**src/rtl/i2c_slave.sv**
```systemverilog
`default_nettype none
// ============================================================================
// Module   : i2c_slave
// Purpose  : I2C target. Detects START/STOP, matches a masked 7-bit address,
//            ACKs matched transfers, streams master-write bytes out on
//            m_axis_data and master-read bytes in from s_axis_data, and
//            stretches SCL whenever either stream cannot keep up.
// Ports    : clk, rst (sync, active-high), release_bus (abort pulse)
//            s_axis_data_*  : byte source for master reads (tlast ignored)
//            m_axis_data_*  : byte sink for master writes
//            scl_i/o/t, sda_i/o/t : open-drain pad interface (t=1 released)
//            busy, bus_address, bus_addressed, bus_active : status
//            enable, device_address, device_address_mask : address match
// Revision : 1.0 - initial release
// ============================================================================
module i2c_slave #(
  parameter int FILTER_LEN = 4
) (
  input  logic       clk,
  input  logic       rst,
  input  logic       release_bus,
  input  logic [7:0] s_axis_data_tdata,
  input  logic       s_axis_data_tvalid,
  output logic       s_axis_data_tready,
  input  logic       s_axis_data_tlast,
  output logic [7:0] m_axis_data_tdata,
  output logic       m_axis_data_tvalid,
  input  logic       m_axis_data_tready,
  output logic       m_axis_data_tlast,
  input  logic       scl_i,
  output logic       scl_o,
  output logic       scl_t,
  input  logic       sda_i,
  output logic       sda_o,
  output logic       sda_t,
  output logic       busy,
  output logic [6:0] bus_address,
  output logic       bus_addressed,
  output logic       bus_active,
  input  logic       enable,
  input  logic [6:0] device_address,
  input  logic [6:0] device_address_mask
);

  localparam logic [2:0] ST_IDLE    = 3'd0;
  localparam logic [2:0] ST_ADDRESS = 3'd1;
  localparam logic [2:0] ST_AACK    = 3'd2;  // ACK of our address
  localparam logic [2:0] ST_WRITE   = 3'd3;
  localparam logic [2:0] ST_WACK    = 3'd4;  // ACK of a written data byte
  localparam logic [2:0] ST_READ    = 3'd5;
  localparam logic [2:0] ST_RACK    = 3'd6;  // master ACK/NACK of a read byte

  // Sub-phase inside a state; meaning depends on the state (see FSM below).
  localparam logic [1:0] PH_A       = 2'd0;
  localparam logic [1:0] PH_B       = 2'd1;
  localparam logic [1:0] PH_STRETCH = 2'd2;

  // --------------------------------------------------------------------------
  // Synchroniser + filter: a filtered line only changes after FILTER_LEN
  // identical synchronised samples.
  // --------------------------------------------------------------------------
  logic [1:0]            scl_sync, sda_sync;
  logic [FILTER_LEN-1:0] scl_hist, sda_hist;
  logic                  scl_f, sda_f, scl_prev, sda_prev;

  always_ff @(posedge clk) begin
    if (rst) begin
      scl_sync <= 2'b11;
      sda_sync <= 2'b11;
      scl_hist <= '1;
      sda_hist <= '1;
      scl_f    <= 1'b1;
      sda_f    <= 1'b1;
      scl_prev <= 1'b1;
      sda_prev <= 1'b1;
    end else begin
      scl_sync <= {scl_sync[0], scl_i};
      sda_sync <= {sda_sync[0], sda_i};
      scl_hist <= {scl_hist[FILTER_LEN-2:0], scl_sync[1]};
      sda_hist <= {sda_hist[FILTER_LEN-2:0], sda_sync[1]};
      if (&scl_hist)       scl_f <= 1'b1;
      else if (~|scl_hist) scl_f <= 1'b0;
      if (&sda_hist)       sda_f <= 1'b1;
      else if (~|sda_hist) sda_f <= 1'b0;
      scl_prev <= scl_f;
      sda_prev <= sda_f;
    end
  end

  logic scl_rise, scl_fall, start_det, stop_det;
  assign scl_rise  = scl_f & ~scl_prev;
  assign scl_fall  = ~scl_f & scl_prev;
  // SCL must be high on both samples so an SDA change that coincides with
  // an SCL edge is never mistaken for a bus condition.
  assign start_det = sda_prev & ~sda_f & scl_f & scl_prev;
  assign stop_det  = ~sda_prev & sda_f & scl_f & scl_prev;

  // --------------------------------------------------------------------------
  // Transfer FSM
  // --------------------------------------------------------------------------
  logic [2:0] state;
  logic [1:0] phase;
  logic [3:0] bit_cnt;
  logic [7:0] rx_shift;
  logic [7:0] tx_shift;
  logic       rw;
  logic       pend;      // received byte not yet handed to m_axis
  logic [7:0] rx_byte;
  logic       m_free;
  logic       addr_hit;
  logic       unused_tlast;

  assign rx_byte      = {rx_shift[6:0], sda_f};
  assign m_free       = ~m_axis_data_tvalid | m_axis_data_tready;
  assign addr_hit     = enable &
                        (((rx_byte[7:1] ^ device_address) & device_address_mask) == 7'd0);
  assign unused_tlast = s_axis_data_tlast;

  // tready depends on tvalid so it is high for exactly the accepting cycle.
  assign s_axis_data_tready = ~rst & ~start_det & ~stop_det & ~release_bus &
                              (state == ST_READ) & (phase == PH_A) &
                              s_axis_data_tvalid;

  assign scl_o = scl_t;
  assign sda_o = sda_t;

  always_ff @(posedge clk) begin
    if (rst) begin
      state              <= ST_IDLE;
      phase              <= PH_A;
      bit_cnt            <= 4'd0;
      rx_shift           <= 8'd0;
      tx_shift           <= 8'd0;
      rw                 <= 1'b0;
      pend               <= 1'b0;
      scl_t              <= 1'b1;
      sda_t              <= 1'b1;
      m_axis_data_tdata  <= 8'd0;
      m_axis_data_tvalid <= 1'b0;
      m_axis_data_tlast  <= 1'b0;
      busy               <= 1'b0;
      bus_address        <= 7'd0;
      bus_addressed      <= 1'b0;
      bus_active         <= 1'b0;
    end else begin
      if (m_axis_data_tvalid && m_axis_data_tready) m_axis_data_tvalid <= 1'b0;

      if (start_det || stop_det) begin
        // A byte still waiting downstream is the last one of this transfer.
        if (m_axis_data_tvalid && !m_axis_data_tready) m_axis_data_tlast <= 1'b1;
        state         <= start_det ? ST_ADDRESS : ST_IDLE;
        phase         <= PH_A;
        bit_cnt       <= 4'd0;
        pend          <= 1'b0;
        scl_t         <= 1'b1;
        sda_t         <= 1'b1;
        busy          <= 1'b0;
        bus_addressed <= 1'b0;
        bus_active    <= start_det;
      end else if (release_bus) begin
        state <= ST_IDLE;
        phase <= PH_A;
        pend  <= 1'b0;
        scl_t <= 1'b1;
        sda_t <= 1'b1;
        busy  <= 1'b0;
      end else begin
        case (state)
          ST_ADDRESS: begin
            if (scl_rise) begin
              rx_shift <= rx_byte;
              bit_cnt  <= bit_cnt + 4'd1;
              if (bit_cnt == 4'd7) begin
                if (addr_hit) begin
                  state       <= ST_AACK;
                  phase       <= PH_A;
                  rw          <= rx_byte[0];
                  bus_address <= rx_byte[7:1];
                  busy        <= 1'b1;
                end else begin
                  state <= ST_IDLE;
                end
              end
            end
          end

          // PH_A: wait 8th falling edge, then drive ACK. PH_B: release on 9th.
          ST_AACK: begin
            if (scl_fall) begin
              if (phase == PH_A) begin
                sda_t         <= 1'b0;
                phase         <= PH_B;
                bus_addressed <= 1'b1;
              end else begin
                sda_t   <= 1'b1;
                phase   <= PH_A;
                bit_cnt <= 4'd0;
                state   <= rw ? ST_READ : ST_WRITE;
              end
            end
          end

          ST_WRITE: begin
            if (scl_rise) begin
              rx_shift <= rx_byte;
              bit_cnt  <= bit_cnt + 4'd1;
              if (bit_cnt == 4'd7) begin
                state <= ST_WACK;
                phase <= PH_A;
                if (m_free) begin
                  m_axis_data_tdata  <= rx_byte;
                  m_axis_data_tvalid <= 1'b1;
                  m_axis_data_tlast  <= 1'b0;
                  pend               <= 1'b0;
                end else begin
                  pend <= 1'b1;
                end
              end
            end
          end

          // PH_A: before 8th fall. PH_STRETCH: SCL held until the sink drains.
          // PH_B: ACK driven, release on the 9th falling edge.
          ST_WACK: begin
            case (phase)
              PH_A: begin
                if (pend && m_free) begin
                  m_axis_data_tdata  <= rx_shift;
                  m_axis_data_tvalid <= 1'b1;
                  m_axis_data_tlast  <= 1'b0;
                  pend               <= 1'b0;
                end
                if (scl_fall) begin
                  sda_t <= 1'b0;
                  if (pend && !m_free) begin
                    scl_t <= 1'b0;
                    phase <= PH_STRETCH;
                  end else begin
                    phase <= PH_B;
                  end
                end
              end
              PH_STRETCH: begin
                if (m_free) begin
                  m_axis_data_tdata  <= rx_shift;
                  m_axis_data_tvalid <= 1'b1;
                  m_axis_data_tlast  <= 1'b0;
                  pend               <= 1'b0;
                  scl_t              <= 1'b1;
                  phase              <= PH_B;
                end
              end
              default: begin
                if (scl_fall) begin
                  sda_t   <= 1'b1;
                  bit_cnt <= 4'd0;
                  phase   <= PH_A;
                  state   <= ST_WRITE;
                end
              end
            endcase
          end

          // PH_A: SCL is low at a byte start; hold it until a byte arrives.
          // PH_B: shift bits out, one per falling edge.
          ST_READ: begin
            if (phase == PH_A) begin
              if (s_axis_data_tvalid) begin
                tx_shift <= {s_axis_data_tdata[6:0], 1'b0};
                sda_t    <= s_axis_data_tdata[7];
                scl_t    <= 1'b1;
                bit_cnt  <= 4'd0;
                phase    <= PH_B;
              end else begin
                scl_t <= 1'b0;
              end
            end else begin
              if (scl_rise) bit_cnt <= bit_cnt + 4'd1;
              if (scl_fall) begin
                if (bit_cnt == 4'd8) begin
                  sda_t <= 1'b1;
                  phase <= PH_A;
                  state <= ST_RACK;
                end else begin
                  sda_t    <= tx_shift[7];
                  tx_shift <= {tx_shift[6:0], 1'b0};
                end
              end
            end
          end

          // PH_A: sample master ACK on 9th rise. PH_B: wait 9th fall.
          ST_RACK: begin
            if (phase == PH_A) begin
              if (scl_rise) begin
                if (sda_f) begin
                  state <= ST_IDLE;
                  busy  <= 1'b0;
                end else begin
                  phase <= PH_B;
                end
              end
            end else if (scl_fall) begin
              phase <= PH_A;
              state <= ST_READ;
            end
          end

          default: begin
            state <= ST_IDLE;
          end
        endcase
      end
    end
  end

endmodule
`default_nettype wire

```
**config.mk**
```make
export PLATFORM = sky130hd
export DESIGN_NAME = i2c_slave
export DESIGN_NICKNAME = d
export VERILOG_FILES = /design/src/rtl/i2c_slave.sv
export SDC_FILE = /design/constraint.sdc
export NUM_CORES = 1
export LEC_CHECK = 0
export CORE_MARGIN = 1
export CORE_UTILIZATION = 46
export DETAILED_ROUTE_END_ITERATION = 12
export PLACE_DENSITY = 0.7
export SYNTH_ARGS = -nofsm -noshare
export SYNTH_HDL_FRONTEND = slang
export SYNTH_SLANG_ARGS = --single-unit
```
**constraint.sdc**
```tcl
create_clock -name clk -period 2.6 [get_ports clk]
set_clock_uncertainty 0.1 [all_clocks]
set_input_delay 0.78 -clock clk [delete_from_list [all_inputs] [get_ports clk]]
set_output_delay 0.78 -clock clk [all_outputs]
set_load 0.01 [all_outputs]
```
# --- Word level (Yosys, flattened, before mapping) ---
# Cells that the tools add are included.
classes:
  n_bitwise: 28
  mux: 108
  reduce_logical: 40
  n_eq_ne: 56
  addsub: 1
ops:
  columns: ["cell", "n"]
  rows:
  - ["$mux W8", 9]
  - ["$mux W3", 18]
  - ["$ne A4 B4 Y1 const B", 11]
  - ["$mux W1", 39]
  - ["$mux W2", 18]
  - ["$ne A2 B2 Y1 const B", 16]
  - ["$pmux W8 S2", 2]
  - ["$ne A3 B3 Y1 const B", 10]
  - ["$reduce_and A6 Y1", 5]
  - ["$mux W4", 7]
  - ["$reduce_and A14 Y1", 2]
  - ["$reduce_and A7 Y1", 3]
  - ["$pmux W1 S2", 10]
  - ["$pmux W3 S6", 1]
  - ["$pmux W4 S4", 1]
  - ["$reduce_and A4 Y1", 4]
  - ["$and A1 B1 Y1", 15]
  - ["$ne A5 B5 Y1 const B", 3]
  - ["$pmux W2 S6", 1]
  - ["$not A1 Y1", 10]
  - ["$reduce_or A2 Y1", 5]
  - ["$eq A3 B3 Y1 const B", 3]
  - ["$reduce_and A9 Y1", 1]
  - ["$reduce_bool A2 Y1", 4]
  - ["other kinds (26)", 35]
totals:
  inputBits: 31
  word_cells: 257
  register_bits: 65
  out_inout_bits: 25

# --- Longest topological paths before layout ---
# Gate-level depths: netlist of run 1.
logic_depth:
  ltp_word: 11
  mapped_depth: 8
  ltp_nobuf: 7

# --- Worst setup path before layout of run 1 ---
# No wires, ideal clock.
synth_timing:
  path_kind: "input -> output"
  from: "input port rst"
  to: "output port s_axis_data_tready"
  slack_ns: 0.019
  cell_stages: 4
  t_arrival_ns: 1.701
  required_ns: 1.720
  n_path_buf: 1
  cell_sequence: "clkbuf_1 > o21bai_1 > nand2b_1 > nor3_1"
synth_between:
  elab_chain_len: 7
synth_lines:
  columns: ["element", "line", "source"]
  rows:
  - ["start, declared", "20", "input logic rst,"]
  - ["$not A1 Y1", "120", "assign s_axis_data_tready = ~rst & ~start_det & ~stop_det & ~release_bus &"]
  - ["$and A1 B1 Y1 (4 in a row)", "120", null]
  - ["$and A1 B1 Y1 (2 in a row)", "121", "(state == ST_READ) & (phase == PH_A) &"]
  - ["end, declared", "24", "output logic s_axis_data_tready,"]
# No other way between the ends.

# --- Worst setup path after layout of run 1 ---
# Ends and elaborated chain as after synthesis.

==> results of run 1 <==
-- layer usage --
metal  up-vias  track usage (%)
met3        20             5.60
met5         -                0
met2        96             36.8
met1      1451             28.6
li1       1523                -
met4         0             8.36
-- where the power goes --
group | internal (mW) | switching, mW | total (mW)
registers | 0.999 | 0.00920 | 1.01
logic | 0.238 | 0.343 | 0.581
clock network | 0.442 | 0.407 | 0.848
total | 1.68 | 0.759 | 2.44
-- cell families (layout without fill, tap and decap cells) --
kind of cell,after synthesis,count (layout),share of synthesized area (%)
buffers and inverters,39,101,6.89
AOI/OAI and AO/OA,123,123,26.4
DFF,64,64,37.3
and+or+nand+nor,130,130,21.4
xor gates and xnor gates,8,8,2.04
muxes,18,18,5.25
adders and majority gates,2,2,0.728
-- per-stage QoR --
stage          setup WS (ns)  cell area [um2]  hold slack [ns]  setup TNS (ns)
2_1_floorplan         0.0189             3430            0.289               0
3_3_place_gp          -0.630             4080            0.291           -1.49
3_5_place_dp          -0.631             4080            0.298           -1.77
4_1_cts               0.0221             4300            0.316               0
5_1_grt               0.0514             4290            0.326               0
6_report               0.112             4290            0.313               0
-- cell usage after synthesis (all sizes together), types with 3 or more instances --
| library cell | n |
|---|---|
| nand4 | 10 |
| or2 | 16 |
| o31ai | 9 |
| nor2b | 4 |
| o21bai | 3 |
| xor2 | 7 |
| dfxtp | 64 |
| o22ai | 5 |
| nor3 | 4 |
| a21o | 9 |
| nand3b | 4 |
| nor2 | 26 |
| a211oi | 11 |
| inv | 6 |
| a21oi | 32 |
| or3 | 3 |
| o21ai | 16 |
| a311oi | 3 |
| o21a | 3 |
| clkbuf | 11 |
| nand2 | 32 |
| nand3 | 6 |
| a31oi | 4 |
| or2b | 3 |
| and3b | 3 |
| nand2b | 4 |
| o211ai | 3 |
| mux2i | 18 |
| a22oi | 5 |
| buf | 21 |
-- area by class of cell --
| class | count | area (um2) |
|---|---|---|
| Sequential cell | 64 | 1280 |
| Inverter | 7 | 26.3 |
| Multi-Input combinational cell | 281 | 1940 |
| Fill cell | 686 | 2960 |
| Clock buffer | 9 | 124 |
| Clock inverter | 7 | 72.6 |
| Tap cell | 99 | 124 |
| Timing Repair Buffer | 78 | 722 |
-- worst paths after layout --
check,cells past startpoint,start,end
max,5,rst,s_axis_data_tready
min,1,sda_sync[1],sda_hist[0]
max reg2reg,6,bit_cnt[0],bus_address[3]
min reg2reg,1,sda_sync[1],sda_hist[0]
-- what timing repair did --
| action | 4_1_cts | 5_1_grt |
|---|---|---|
| endpoints found under the setup margin | 1 | 1 |
| resized for setup | 11 | 3 |
| pin swaps | 0 | 1 |
-- worst max-delay path: cells and delay by family --
family,cells,cell delay (ns)
buf+inv,2,0.40
simple gates,2,0.23
compound gates,1,0.19
-- sequential cells by signal, summed over array words and instances (netlist names), 2 cells and up --
name	cells
m_axis_data_tdata	8
bus_address	7
sda_hist	4
scl_sync	2
rx_shift	8
tx_shift	7
scl_hist	4
state	3
bit_cnt	4
sda_sync	2
phase	2
==> reports/metrics.yaml, run 1 <==
grt_pass1_wl_um: 13700
finalSetupViolations: 0
outcome: "complete, no violations"
ant_nets: 0
postCtsHoldBufs: 0
grt_max_degree: 52
avgSynthCellArea_um2: 8.94
clock-sinks: 64
hold_violations: 0
fin_crit_ns: 2.49
routedWlPerCell_um: 15.2
ys_types: 77
die_x_um: 88.4
layout_commonest_cell: "dfxtp_1"
worstPathCellList: "dlygate4sd2_1 > o21bai_4 > nand2b_4 > nor3_2 > buf_2"
required_ns: 1.72
clk_latency_ns: 0.35
grt_antenna_before_repair: 0
synth_top_cells_by_area: "dfxtp_1 (37%), mux2i_1 (5.2%), a21oi_1 (4.5%)"
wl_met1_um: 3710
p_total_mw: 2.44
synth_edf_count: 0
final_net_count: 474
synth.top_cell.area_share_pct: 37.3
grt_pass1_vias: 2974
yosys_warnings: 0
vdd_drop_max_mv: 0.313
leakage_nw: 1.55
cp-end-kind: "output port"
drive_above_1_share_pct: 18.2
arrival_ns: 1.61
gp_congestion: 0.941
top_layer: "met4"
p_per_area_nw_per_um2: 568
slew_headroom_pct: 63.4
dp_cells: 529
criticalPathCategory: "in -> out"
yosys.area.top_type: "dfxtp_1"
final_max_slew_viol_count: 0
synth_cells: 384
initialDrtViolationCount: 205
max_freq_mhz: 402
start_util_pct: 47.4
path_max_fanout: 2
synthFlopType: "dfxtp_1"
port_buffers: 54
clock_path_buffers: 2
cts-buffers-inserted: 9
hp-class: "reg -> reg"
reg2reg_slack_ns: 0.47
yosysSeqAreaShare_pct: 37.3
die_area_um2: 7820
wl_met3_um: 536
vias: 3090
rsz0062_at_grt: "false"
fin_cells: 545
wl_met2_um: 3880
htree_levels: 3
viasPerCell: 5.67
mostFrequentLayoutCells: "dfxtp_1 (64), clkdlybuf4s50_1 (51), nand2_1 (32)"
cts_tree: "yes"
clkTransAtPathRegs_ns: 0.07
antenna-diode-count: 0
synth-seq-cells: 64
synthesis.area_um2: 3430
cts_root_buffer: "clkbuf_8"
syn2layout_area_growth_pct: 25.0
route.detailed.drc: 0
async_flop_share_pct: 0
dp_hpwl_um: 5890
final_core_util_pct: 59.2
grt_use_total_pct: 22.5
syn_nets: 417
wl_um: 8270
grt_overflow: 0
period_share_pct: 95.7
first_pass_iters: 4
cpMaxStageDelayCell: "dlygate4sd2_1"
critPathMaxStageDelay_ns: 0.25
worst_pin_slew_ns: 0.548
die_h_um: 88.4
core_area_um2: 7250
postCtsSetupRepairBufs: 0
cp-start-kind: "input port"
ios: 56
rows: 31
cap_violations: 0
No activity file was read; power rests on OpenSTA's default activity.
==> inputs of run 2 (changes only) <==
--- a/config.mk
+++ b/config.mk
@@ -6,9 +6,10 @@
 export NUM_CORES = 1
 export LEC_CHECK = 0
 export CORE_MARGIN = 1
-export CORE_UTILIZATION = 46
+export CORE_UTILIZATION = 50
 export DETAILED_ROUTE_END_ITERATION = 12
-export PLACE_DENSITY = 0.7
+export HOLD_SLACK_MARGIN = 0.12
+export PLACE_DENSITY = 0.75
 export SYNTH_ARGS = -nofsm -noshare
 export SYNTH_HDL_FRONTEND = slang
 export SYNTH_SLANG_ARGS = --single-unit
==> constraint.sdc (replaced) <==
create_clock -name clk -period 2.4 [get_ports clk]
set_clock_uncertainty 0.1 [all_clocks]
set_input_delay 0.72 -clock clk [delete_from_list [all_inputs] [get_ports clk]]
set_output_delay 0.72 -clock clk [all_outputs]
set_load 0.01 [all_outputs]
==> reports/metrics.yaml, run 2 (same netlist as run 1, synthesis figures left out) <==
clkTransAtPathRegs_ns: 0.07  # about the same
leakage_nw: 1.60  # +3.2%
grt_pass1_wl_um: 14100  # +3.2%
clock_path_buffers: 2  # unchanged
routedWlPerCell_um: 15.6  # +2.7%
max_freq_mhz: 429
cts_root_buffer: "clkbuf_8"
reg2reg_slack_ns: 0.26  # -0.21 ns
p_total_mw: 2.66  # +9.3%
cap_violations: 0  # unchanged
clock-sinks: 64  # unchanged
hp-start: "scl_sync[1]"
viasPerCell: 5.94  # +4.8%
crit_start: "s_axis_data_tvalid"
final_net_count: 485  # +2.3%
grt_max_degree: 52  # unchanged
dp_cells: 516  # -2.5%
clk_latency_ns: 0.34  # about the same
rsz0062_at_grt: "false"
hp-class: "reg -> reg"
die_x_um: 84.9  # -4.0%
die_h_um: 84.9  # -4.0%
vdd_drop_max_mv: 0.436  # +39%
cp-start-kind: "input port"
cts-buffers-inserted: 9  # unchanged
final_max_slew_viol_count: 0  # unchanged
syn2layout_area_growth_pct: 26.9
cp-end-kind: "output port"
outcome: "finished, violations left"
grt_antenna_before_repair: 0  # unchanged
ios: 56  # unchanged
vias: 3172  # +2.7%
port_buffers: 54  # unchanged
layout_commonest_cell: "dfxtp_1"
grt_pass1_vias: 2980  # +0.20%
nFillCells: 544  # -21%
grt_overflow: 0  # unchanged
fin_crit_ns: 2.33
route.detailed.drc: 4  # +4
criticalPathCategory: "in -> out"
required_ns: 1.58  # -0.14 ns
wl_um: 8320  # +0.63%
failed_checks: "design-rule violations"
regToRegStartpoint: "phase[0]"
htree_levels: 3  # unchanged
worst_pin_slew_ns: 0.557  # +0.00923 ns
path_max_fanout: 2  # unchanged
initialDrtViolationCount: 285  # +39%
grt_use_total_pct: 24.4  # +1.9 points
hold_violations: 0  # unchanged
fin_cells: 534  # -2.0%
drive_above_1_share_pct: 20.1  # +2.0 points
cts_tree: "yes"
start_util_pct: 52.9  # +5.5 points
ant_nets: 0  # unchanged
core_area_um2: 6490  # -10%
arrival_ns: 1.51  # -0.10 ns
gp_congestion: 0.940  # about the same
mostFrequentLayoutCells: "dfxtp_1 (64), clkdlybuf4s50_1 (50), buf_4 (33)"
p_per_area_nw_per_um2: 611  # +7.6%
antenna-diode-count: 0  # unchanged
postCtsHoldBufs: 0  # unchanged
period_share_pct: 97.1
dp_hpwl_um: 5800  # -1.5%
finalSetupViolations: 0  # unchanged
slew_headroom_pct: 62.8  # -0.62 points
first_pass_iters: 10  # +6
rows: 29  # -6.5%
die_area_um2: 7200  # -7.8%
largestRegisters: "m_axis_data_tdata (8), rx_shift (8)"
## run 2: cell count changes in the layout (fill, tap and decap cells not counted), sizes merged
cell,before,now
clkbuf,10,9
clkdlybuf4s50,51,50
clkinv,5,3
clkdlybuf4s15,0,1
buf,25,37
clkinvlp,2,3
inv,6,7
## run 2: repair_timing
action | 4_1_cts | 5_1_grt
hold endpoints to repair | 0 | 0
setup endpoints to repair | 1 | 1
gates resized for setup | 15 | 1
setup buffers | 2 | 0
gates cloned | 0 | 0
pin swaps | 1 | 0
## run 2: final cells by class
class / count / area [um2] / share of cell area [%]
clock inverter: 7 / 71.3 / 1.64
sequential: 64 / 1280 / 29.4
multi-input combinational: 281 / 1940 / 44.6
timing repair buffer: 89 / 817 / 18.7
inverter: 7 / 26.3 / 0.603
clock buffer: 9 / 124 / 2.84
tap: 77 / 96.3 / 2.21
## run 2: worst max-delay path: stages
cell and delay, ns:
buf_2 0.09, or3b_4 0.38, nor3_2 0.16, buf_2 0.15
## run 2: per-stage QoR
stage          worst slack [ns]  hold slack, ns  TNS (ns)  instance area [um2]  util [%]
5_1_grt                  0.0379           0.329         0                 4360      67.1
2_1_floorplan           0.00217           0.289         0                 3440         -
3_5_place_dp             -0.712           0.299     -4.05                 4140      63.7
3_3_place_gp             -0.692           0.291     -3.19                 4140      63.7
6_report                 0.0701           0.314         0                 4360      67.1
4_1_cts                  0.0351           0.316         0                 4360      67.1
## run 2: power by group
group / leakage [nW] / total [mW] / switching (mW) / internal (mW)
Combinational: 0.991 / 0.654 / 0.377 / 0.277
Sequential: 0.517 / 1.09 / 0.0107 / 1.08
Clock: 0.0916 / 0.917 / 0.439 / 0.479
Total: 1.60 / 2.66 / 0.826 / 1.84
## run 2: worst paths after layout
kind / endpoint / cells past startpoint
min: scl_hist[0] / 1
max: s_axis_data_tready / 4
max reg2reg: state[2] / 7
min reg2reg: scl_hist[0] / 1
## run 2: metal layers
layer / vias up / global-route usage (%) / routed length, um
met1: 1518 / 32.7 / 3880
met2: 100 / 39.3 / 3890
met4: 0 / 7.86 / 107
li1: 1542 / - / -
met5: - / 0 / 0
met3: 12 / 5.25 / 443
==> inputs of run 3 (changes only) <==
--- a/config.mk
+++ b/config.mk
@@ -7,7 +7,9 @@
 export LEC_CHECK = 0
 export CORE_MARGIN = 1
 export CORE_UTILIZATION = 50
+export CTS_CLUSTER_SIZE = 40
 export DETAILED_ROUTE_END_ITERATION = 12
+export GPL_ROUTABILITY_DRIVEN = 0
 export HOLD_SLACK_MARGIN = 0.12
 export PLACE_DENSITY = 0.75
 export SYNTH_ARGS = -nofsm -noshare
==> reports/metrics.yaml, run 3 (same netlist as run 1, synthesis figures left out) <==
path_max_fanout: 2  # unchanged
grt_max_degree: 52  # unchanged
route.detailed.drc: 4  # unchanged
largestRegisters: "m_axis_data_tdata (8), rx_shift (8)"
htree_levels: 3  # unchanged
period_share_pct: 98.9  # +1.8 points
syn2layout_area_growth_pct: 25.8
grt_pass1_vias: 2964  # -0.54%
leakage_nw: 1.59  # -0.89%
required_ns: 1.58  # about the same
outcome: "finished, violations left"
rsz0062_at_grt: "false"
drive_above_1_share_pct: 19.8  # -0.35 points
dp_hpwl_um: 5820  # +0.40%
postCtsHoldBufs: 0  # unchanged
first_pass_iters: 10  # unchanged
arrival_ns: 1.55  # +0.04 ns
grt_use_total_pct: 24.7  # +0.35 points
cp-end-kind: "output port"
die_h_um: 84.9  # unchanged
antenna-diode-count: 0  # unchanged
cts_root_buffer: "clkbuf_8"
layout_commonest_cell: "dfxtp_1"
rows: 29  # unchanged
setup_ws_ns: 0.0272  # -0.0429 ns
fin_area_um2: 4320  # -0.92%
finalSetupViolations: 0  # unchanged
cts_tree: "yes"
clk_latency_ns: 0.34  # about the same
clock-sinks: 64  # unchanged
vias: 3127  # -1.4%
die_area_um2: 7200  # unchanged
die_x_um: 84.9  # unchanged
slew_headroom_pct: 63.8  # +1.0 points
fin_crit_ns: 2.37  # +0.0429 ns
nFillCells: 505  # -7.2%
grt_pass1_wl_um: 14200  # +0.59%
hp-start: "scl_sync[0]"
dp_cells: 515  # -0.19%
regToRegStartpoint: "bit_cnt[0]"
clock_path_buffers: 2  # unchanged
p_per_area_nw_per_um2: 593  # -2.9%
final_core_util_pct: 66.5  # -0.62 points
hold_violations: 0  # unchanged
postPlaceCellArea_um2: 4130  # -0.18%
worst_pin_slew_ns: 0.542  # -0.0151 ns
vdd_drop_max_mv: 0.390  # -11%
start_util_pct: 52.9  # unchanged
routedWlPerCell_um: 15.7  # +0.81%
wl_um: 8360  # +0.43%
grt_overflow: 0  # unchanged
fin_cells: 532  # -0.37%
ant_nets: 0  # unchanged
core_area_um2: 6490  # unchanged
hp-class: "reg -> reg"
cp-start-kind: "input port"
initialDrtViolationCount: 229  # -20%
max_freq_mhz: 421  # -1.8%
final_max_slew_viol_count: 0  # unchanged
criticalPathCategory: "in -> out"
crit_start: "rst"
mostFrequentLayoutCells: "dfxtp_1 (64), clkdlybuf4s50_1 (50), nand2_1 (32)"
failed_checks: "design-rule violations"
pre_cts_ws_ns: -0.718  # -0.00597 ns
viasPerCell: 5.88  # -1.0%
clkTransAtPathRegs_ns: 0.07  # about the same
reg2reg_slack_ns: 0.18  # -0.08 ns
cap_violations: 0  # unchanged
cts-buffers-inserted: 9  # unchanged
final_net_count: 483  # -0.41%
grt_antenna_before_repair: 0  # unchanged
port_buffers: 54  # unchanged
p_total_mw: 2.56  # -3.8%
ios: 56  # unchanged
run 3: what timing repair did:
item | in CTS | in global routing
gates resized for setup | 15 | 0
buffers inserted | 1 | 0
endpoints found under the hold margin | 0 | 0
setup endpoints to repair | 2 | 0
run 3: worst max-delay path, stage by stage:
cell           delay, ns
dlygate4sd2_1       0.25
o21bai_4            0.18
nand2b_4            0.16
nor3_2              0.09
buf_2               0.15
run 3: where the power goes:
group,switching [mW],internal [mW]
Combinational,0.381,0.275
Sequential,0.0119,1.08
Clock,0.438,0.373
run 3: per-stage QoR:
step	hold slack (ns)	setup TNS [ns]
final	0.310	0
after global routing	0.324	0
after CTS	0.311	0
after detailed placement	0.293	-4.53
after global placement	0.291	-3.52
after floorplan	0.289	0
run 3: final timing paths:
| path | cells after the start | to |
|---|---|---|
| max | 5 | s_axis_data_tready |
| min | 1 | scl_sync[1] |
| max reg2reg | 6 | bus_address[6] |
| min reg2reg | 1 | scl_sync[1] |
run 3: layout make-up:
| type | count | area [um2] | area share [%] |
|---|---|---|---|
| clock inverters | 7 | 47.5 | 1.10 |
| well taps | 77 | 96.3 | 2.23 |
| clock buffers | 9 | 124 | 2.87 |
| flip-flops and latches | 64 | 1280 | 29.7 |
| repair buffers | 87 | 801 | 18.5 |
| multi-input cells | 281 | 1940 | 45.0 |
| inverters | 7 | 26.3 | 0.608 |
run 3: metal layers:
| layer | global-route usage (%) | part of all wire (%) |
|---|---|---|
| met5 | 0 | 0 |
| met4 | 11.7 | 2.6 |
| met3 | 5.74 | 6.7 |
| met2 | 39.0 | 45 |
| met1 | 32.2 | 45 |
